--- config.mk ---
export PLATFORM = sky130hd
export DESIGN_NAME = uart_packet_assembler
export DESIGN_NICKNAME = d
export VERILOG_FILES = /design/src/rtl/uart_pkg.sv /design/src/rtl/uart_timeout_timer.sv /design/src/rtl/uart_packet_assembler.sv
export SDC_FILE = /design/constraint.sdc
export NUM_CORES = 1
export LEC_CHECK = 0
export BUFFER_PORTS_ARGS = -buffer_cell sky130_fd_sc_hd__buf_2
export CELL_PAD_IN_SITES_DETAIL_PLACEMENT = 1
export CELL_PAD_IN_SITES_GLOBAL_PLACEMENT = 2
export CORE_UTILIZATION = 33
export CTS_BUF_LIST = sky130_fd_sc_hd__clkbuf_2
export CTS_CLUSTER_DIAMETER = 30
export DETAILED_ROUTE_END_ITERATION = 8
export GPL_TIMING_DRIVEN = 0
export PLACE_DENSITY_LB_ADDON = 0.1
export REMOVE_ABC_BUFFERS = 1
export SLEW_MARGIN = 25
export SYNTH_ARGS = -nofsm -noshare
export SYNTH_HDL_FRONTEND = slang
export SYNTH_HIERARCHICAL = 1
export SYNTH_SLANG_ARGS = --single-unit
--- constraint.sdc ---
create_clock -name clk -period 2.7 [get_ports clk]
set_input_delay 0.135 -clock clk [delete_from_list [all_inputs] [get_ports clk]]
set_output_delay 0.135 -clock clk [all_outputs]
set_load 0.05 [all_outputs]
--- src/rtl/uart_pkg.sv ---
// Shared types and config-field definitions for the UART packet assembler.
package uart_pkg;

  typedef enum logic [1:0] {
    IDLE,
    COLLECT,
    HOLD
  } state_t;

  localparam logic [1:0] CFG_IGNORE  = 2'b10;
  localparam int unsigned CFG_LEN_LSB = 0;
  localparam int unsigned CFG_LEN_MSB = 1;
  localparam int unsigned CFG_IGN_LSB = 4;
  localparam int unsigned CFG_IGN_MSB = 5;

  // Packet length selected by a config byte, clipped to the packet capacity.
  function automatic int unsigned cfg_len(input logic [7:0] cfg, input int unsigned max_bytes);
    int unsigned len;
    len = int'(cfg[CFG_LEN_MSB:CFG_LEN_LSB]) + 1;
    return (len > max_bytes) ? max_bytes : len;
  endfunction

endpackage

--- src/rtl/uart_timeout_timer.sv ---
// Saturating idle-cycle counter; expired stays high until cleared.
module uart_timeout_timer #(
  parameter int unsigned TIMEOUT_CYC = 1000
) (
  input  logic clk,
  input  logic rst,
  input  logic clear,
  input  logic enable,
  output logic expired
);

  localparam int unsigned TW = (TIMEOUT_CYC > 1) ? $clog2(TIMEOUT_CYC) : 1;
  localparam logic [TW-1:0] LAST = TW'(TIMEOUT_CYC - 1);

  logic [TW-1:0] count;

  always_ff @(posedge clk) begin
    if (rst || clear) begin
      count <= '0;
    end else if (enable && (count != LAST)) begin
      count <= count + 1'b1;
    end
  end

  assign expired = (count == LAST);

endmodule

--- src/rtl/uart_packet_assembler.sv ---
// Assembles 1..MAX_BYTES received bytes into one packet word with a valid/ready output,
// inter-byte timeout, overrun flag and config register.
module uart_packet_assembler
  import uart_pkg::*;
#(
  parameter int unsigned DATA_W      = 8,
  parameter int unsigned MAX_BYTES   = 4,
  parameter int unsigned TIMEOUT_CYC = 1000,
  parameter logic [DATA_W-1:0] CFG_RESET = 8'h0C
) (
  input  logic                           clk,
  input  logic                           rst,
  input  logic                           cfg_valid,
  input  logic [DATA_W-1:0]              cfg_data,
  input  logic                           rx_valid,
  input  logic [DATA_W-1:0]              rx_data,
  input  logic                           pkt_ready,
  output logic                           pkt_valid,
  output logic [MAX_BYTES*DATA_W-1:0]    pkt_data,
  output logic [$clog2(MAX_BYTES+1)-1:0] pkt_len,
  output logic [DATA_W-1:0]              cfg_reg,
  output logic                           cfg_pulse,
  output logic                           err_timeout,
  output logic                           err_overrun
);

  localparam int unsigned PKT_W = MAX_BYTES * DATA_W;
  localparam int unsigned LEN_W = $clog2(MAX_BYTES + 1);

  state_t            state;
  logic [LEN_W-1:0]  count;
  logic [LEN_W-1:0]  len_lat;
  logic [LEN_W-1:0]  len_next;
  logic [DATA_W-1:0] cfg_eff;
  logic              cfg_ok;
  logic              hs;
  logic              take_first;
  logic              tmr_clear;
  logic              tmr_en;
  logic              tmr_expired;

  // A config byte arriving with the first byte of a packet already governs its length.
  always_comb begin
    cfg_ok     = cfg_valid && (cfg_data[CFG_IGN_MSB:CFG_IGN_LSB] != CFG_IGNORE);
    cfg_eff    = cfg_ok ? cfg_data : cfg_reg;
    len_next   = LEN_W'(cfg_len(8'(cfg_eff), MAX_BYTES));
    hs         = pkt_valid && pkt_ready;
    take_first = rx_valid && ((state == IDLE) || ((state == HOLD) && hs));
    tmr_en     = (state == COLLECT) && !rx_valid;
    tmr_clear  = (state != COLLECT) || rx_valid;
  end

  uart_timeout_timer #(
    .TIMEOUT_CYC(TIMEOUT_CYC)
  ) u_timer (
    .clk    (clk),
    .rst    (rst),
    .clear  (tmr_clear),
    .enable (tmr_en),
    .expired(tmr_expired)
  );

  always_ff @(posedge clk) begin
    if (rst) begin
      state       <= IDLE;
      cfg_reg     <= CFG_RESET;
      count       <= '0;
      len_lat     <= '0;
      pkt_data    <= '0;
      pkt_len     <= '0;
      pkt_valid   <= 1'b0;
      cfg_pulse   <= 1'b0;
      err_timeout <= 1'b0;
      err_overrun <= 1'b0;
    end else begin
      cfg_pulse   <= cfg_ok;
      err_timeout <= 1'b0;
      err_overrun <= 1'b0;
      if (cfg_ok) cfg_reg <= cfg_data;

      unique case (state)
        IDLE, HOLD: begin
          if ((state == HOLD) && hs) begin
            pkt_valid <= 1'b0;
            state     <= IDLE;
          end
          // Handshake and new byte in one cycle: the byte starts the next packet.
          if (take_first) begin
            pkt_data <= PKT_W'(rx_data);
            count    <= LEN_W'(1);
            len_lat  <= len_next;
            if (len_next == LEN_W'(1)) begin
              state     <= HOLD;
              pkt_valid <= 1'b1;
              pkt_len   <= len_next;
            end else begin
              state <= COLLECT;
            end
          end else if ((state == HOLD) && rx_valid) begin
            err_overrun <= 1'b1;
          end
        end

        COLLECT: begin
          if (rx_valid) begin
            pkt_data[int'(count)*DATA_W +: DATA_W] <= rx_data;
            count <= count + 1'b1;
            if ((count + 1'b1) == len_lat) begin
              state     <= HOLD;
              pkt_valid <= 1'b1;
              pkt_len   <= len_lat;
            end
          end else if (tmr_expired) begin
            err_timeout <= 1'b1;
            count       <= '0;
            pkt_data    <= '0;
            state       <= IDLE;
          end
        end

        default: state <= IDLE;
      endcase
    end
  end

endmodule

==> qor.json <==
{
  "final_period_utilization": {"value": 91.6, "unit": "%"},
  "num_rows": {"value": 34},
  "ys_seq_area_share": {"value": 43.4, "unit": "%"},
  "worst_ep_required_time": {"value": 3.11, "unit": "ns"},
  "grt_antenna_before_repair": {"value": 0},
  "wire_length_of_the_first_global_routing_pass": {"value": 13500, "unit": "um"},
  "clock_sinks": {"value": 65},
  "num_vias": {"value": 2720},
  "half_perimeter_wire_length_after_detailed_placement": {"value": 5430, "unit": "um"},
  "worst_setup_hold_path_clk_slew": {"value": 0.20, "unit": "ns"},
  "final_layout_size_suffix_gt1_share": {"value": 25.3, "unit": "%"},
  "maxSlewHeadroom": {"value": 32.9, "unit": "%"},
  "hold_path_startpoint": {"value": "cfg_data[0]"},
  "vias_per_cell": {"value": 5.20},
  "layout.nets": {"value": 438},
  "cts.repair_timing.setup_buffer_count": {"value": 0},
  "drt_first_pass_iters": {"value": 4},
  "finalInstanceArea": {"value": 0.00376, "unit": "mm^2"},
  "worst_ep_arrival_time": {"value": 2.89, "unit": "ns"},
  "reg2reg_from": {"value": "u_timer/count[0]"},
  "final_cell_mix": {"value": "sky130_fd_sc_hd__buf_2 (67), sky130_fd_sc_hd__dfxtp_1 (64), sky130_fd_sc_hd__a21oi_1 (41), sky130_fd_sc_hd__nand2_1 (36), sky130_fd_sc_hd__o21ai_0 (26)"},
  "synth-warning-count": {"value": 6},
  "wire_per_inst": {"value": 15.6, "unit": "um"},
  "vdd_ir_drop_max": {"value": 0.000253, "unit": "V"},
  "worstSetupStartpointType": {"value": "flip-flop"},
  "power_density": {"value": 610, "unit": "mW/mm^2"},
  "grt_max_degree": {"value": 51},
  "number_of_synthesized_flops_with_an_enable_pin": {"value": 0},
  "drcViolationCount": {"value": 0},
  "port-buffer-count": {"value": 67},
  "post_synth.cell_area_avg": {"value": 9.20, "unit": "um^2"},
  "report.final.setup_viol": {"value": 0},
  "layout_min_cycle_time": {"value": 2.47, "unit": "ns"},
  "starting_density_of_the_core": {"value": 34.2, "unit": "%"},
  "cts_tree": {"value": "yes"},
  "rr_endpoint": {"value": "pkt_data[5]"},
  "numPlacedInstances": {"value": 486},
  "fin_skew": {"value": 0.0340, "unit": "ns"},
  "global_route.overflow_total": {"value": 0},
  "total_of_flip_flops_plus_latches_after_synthesis": {"value": 65},
  "hp-class": {"value": "primary input to flip-flop"},
  "wl": {"value": 8140, "unit": "um"},
  "fmax": {"value": 404, "unit": "MHz"},
  "drt_antenna_net_count": {"value": 0},
  "sum_neg_setup_slack": {"value": 0, "unit": "ns"},
  "run_status": {"value": "finished, final reports clean"},
  "p_leak": {"value": 1.58, "unit": "nW"},
  "drv_slew": {"value": 0},
  "synthToLayoutAreaGrowth": {"value": 25.4, "unit": "%"},
  "worst_skew_pair.late_latency": {"value": 0.51, "unit": "ns"},
  "mostFrequentLayoutCell": {"value": "sky130_fd_sc_hd__buf_2"},
  "path_class": {"value": "flip-flop to flip-flop"},
  "asyncSetResetFlopFracSynth": {"value": 0, "unit": "%"},
  "number_of_distinct_standard_cells_referenced_by_the_synthesized_netlist": {"value": 59},
  "clk_root_buffer_cell": {"value": "sky130_fd_sc_hd__clkbuf_2"},
  "detailed_place.area": {"value": 0.00339, "unit": "mm^2"},
  "die_y": {"value": 97.4, "unit": "um"},
  "ioPinCount": {"value": 68},
  "rsz0062_at_grt": {"value": "no"},
  "worstMarginPinSlew": {"value": 1.01, "unit": "ns"},
  "drv_cap": {"value": 0},
  "number_of_buffers_added_by_the_clock_tree_synthesis_step": {"value": 9},
  "die_ar": {"value": 0.00948, "unit": "mm^2"},
  "grt_usage": {"value": 17.9, "unit": "%"},
  "startpoint": {"value": "u_timer/count[0]"},
  "die_width": {"value": 97.4, "unit": "um"},
  "dominantRegCellSynth": {"value": "sky130_fd_sc_hd__dfxtp_1"},
  "mappedNetlistArea": {"value": 0.00300, "unit": "mm^2"},
  "finalHoldViolCount": {"value": 0},
  "crit_fanout": {"value": 28},
  "fin_cells": {"value": 523},
  "ctsLongestPathBuffers": {"value": 2},
  "min_delay_worst_endpoint": {"value": "pkt_len[0]"},
  "worst_r2r_path_depth": {"value": 8},
  "largest_register_ffs": {"value": 32},
  "drtIter0Drc": {"value": 66},
  "holdPathStages": {"value": 4},
  "critical_path.endpoint_type": {"value": "flip-flop"},
  "worst-r2r-setup-slack": {"value": 0.23, "unit": "ns"},
  "antenna_cells": {"value": 0},
  "htreeDepth": {"value": 3},
  "vias_in_the_first_global_route": {"value": 2725},
  "gp_congestion": {"value": 0.770},
  "post_synth_inst_count": {"value": 326},
  "design.core.area": {"value": 0.00876, "unit": "mm^2"}
}
==> worst max path at each step <==
stage                     slack, ns               end  cells after the start
after floorplan                0.60  u_timer/count[8]                      6
after global placement         0.25  u_timer/count[8]                      6
after detailed placement       0.21  u_timer/count[6]                      6
after CTS                      0.17  u_timer/count[6]                      6
after global routing           0.06       pkt_data[5]                      8
final                          0.23       pkt_data[5]                      8
==> critical path, stage by stage, from the launching register on <==
cell	delay, ns
sky130_fd_sc_hd__dfxtp_1	0.51
sky130_fd_sc_hd__ha_1	0.27
sky130_fd_sc_hd__inv_1	0.11
sky130_fd_sc_hd__nor4b_1	0.22
sky130_fd_sc_hd__and3_1	0.27
sky130_fd_sc_hd__a21oi_1	0.10
sky130_fd_sc_hd__o22a_4	0.35
sky130_fd_sc_hd__o21a_1	0.33
sky130_fd_sc_hd__a22o_1	0.21
==> kinds of logic (layout without fill, tap and decap cells) <==
group | after synthesis | after routing | synth area share [%]
DFF | 65 | 65 | 43.4
and+or+nand+nor | 99 | 99 | 19.3
xor gates and xnor gates | 4 | 4 | 1.63
AOI/OAI and AO/OA | 108 | 108 | 23.7
muxes | 13 | 13 | 4.42
buffers and inverters | 30 | 119 | 4.71
adders and majority gates | 7 | 7 | 2.92
==> per-layer routing <==
| layer | vias to the layer above | GRT usage (%) | share of wire (%) |
|---|---|---|---|
| li1 | 1349 | - | - |
| met1 | 1314 | 22.2 | 47 |
| met2 | 48 | 29.8 | 47 |
| met3 | 9 | 5.18 | 3.9 |
| met4 | 0 | 6.22 | 1.4 |
| met5 | - | 0 | 0 |
==> synthesized netlist by cell type, types with 3 or more instances <==
cell,instances,area [um^2]
sky130_fd_sc_hd__dfxtp_1,65,1300
sky130_fd_sc_hd__a22o_1,8,70.1
sky130_fd_sc_hd__o211ai_1,4,30.0
sky130_fd_sc_hd__nor4b_1,3,26.3
sky130_fd_sc_hd__nor2b_1,4,25.0
sky130_fd_sc_hd__nand4_1,3,18.8
sky130_fd_sc_hd__nand2_1,36,135
sky130_fd_sc_hd__o21ai_1,5,25.0
sky130_fd_sc_hd__nand3_1,5,25.0
sky130_fd_sc_hd__a211oi_1,3,22.5
sky130_fd_sc_hd__a21oi_1,41,205
sky130_fd_sc_hd__o21ai_0,26,130
sky130_fd_sc_hd__mux2i_1,11,110
sky130_fd_sc_hd__buf_2,6,30.0
sky130_fd_sc_hd__nor2_1,16,60.1
sky130_fd_sc_hd__o21a_1,3,22.5
sky130_fd_sc_hd__ha_1,7,87.6
sky130_fd_sc_hd__inv_1,15,56.3
sky130_fd_sc_hd__nand2b_1,3,18.8
sky130_fd_sc_hd__and3_1,5,31.3
sky130_fd_sc_hd__or4_1,3,22.5
sky130_fd_sc_hd__o31ai_1,5,37.5
==> layout make-up <==
type,count,area [um^2]
Clock buffer,10,50.0
Timing Repair Buffer,88,546
Inverter,15,56.3
Fill cell,1040,5000
Tap cell,108,135
Clock inverter,6,115
Sequential cell,65,1300
Multi-Input combinational cell,231,1560
==> through the flow <==
stage	setup WS [ns]	utilization (%)	hold WS [ns]	power [mW]
3_3_place_gp	0.247	38.6	0.348	1.49
3_5_place_dp	0.212	38.6	0.355	1.50
6_report	0.226	42.9	0.0522	2.29
4_1_cts	0.166	42.9	0.0226	2.32
5_1_grt	0.0552	42.9	0.000326	2.41
2_1_floorplan	0.602	-	0.204	1.37
==> repair_timing <==
item,CTS,global route
resized for setup,0,1
hold endpoints to repair,41,0
hold buffers,21,0
endpoints found under the setup margin,0,1
==> where the power goes <==
| part | internal [mW] | switching (mW) | leakage (nW) | total, mW |
|---|---|---|---|---|
| clock | 0.408 | 0.385 | 0.0927 | 0.793 |
| combinational | 0.164 | 0.296 | 0.958 | 0.460 |
| sequential | 1.00 | 0.0393 | 0.528 | 1.04 |
| total | 1.57 | 0.721 | 1.58 | 2.29 |
Note: power is estimated with default switching activity, not from simulation.
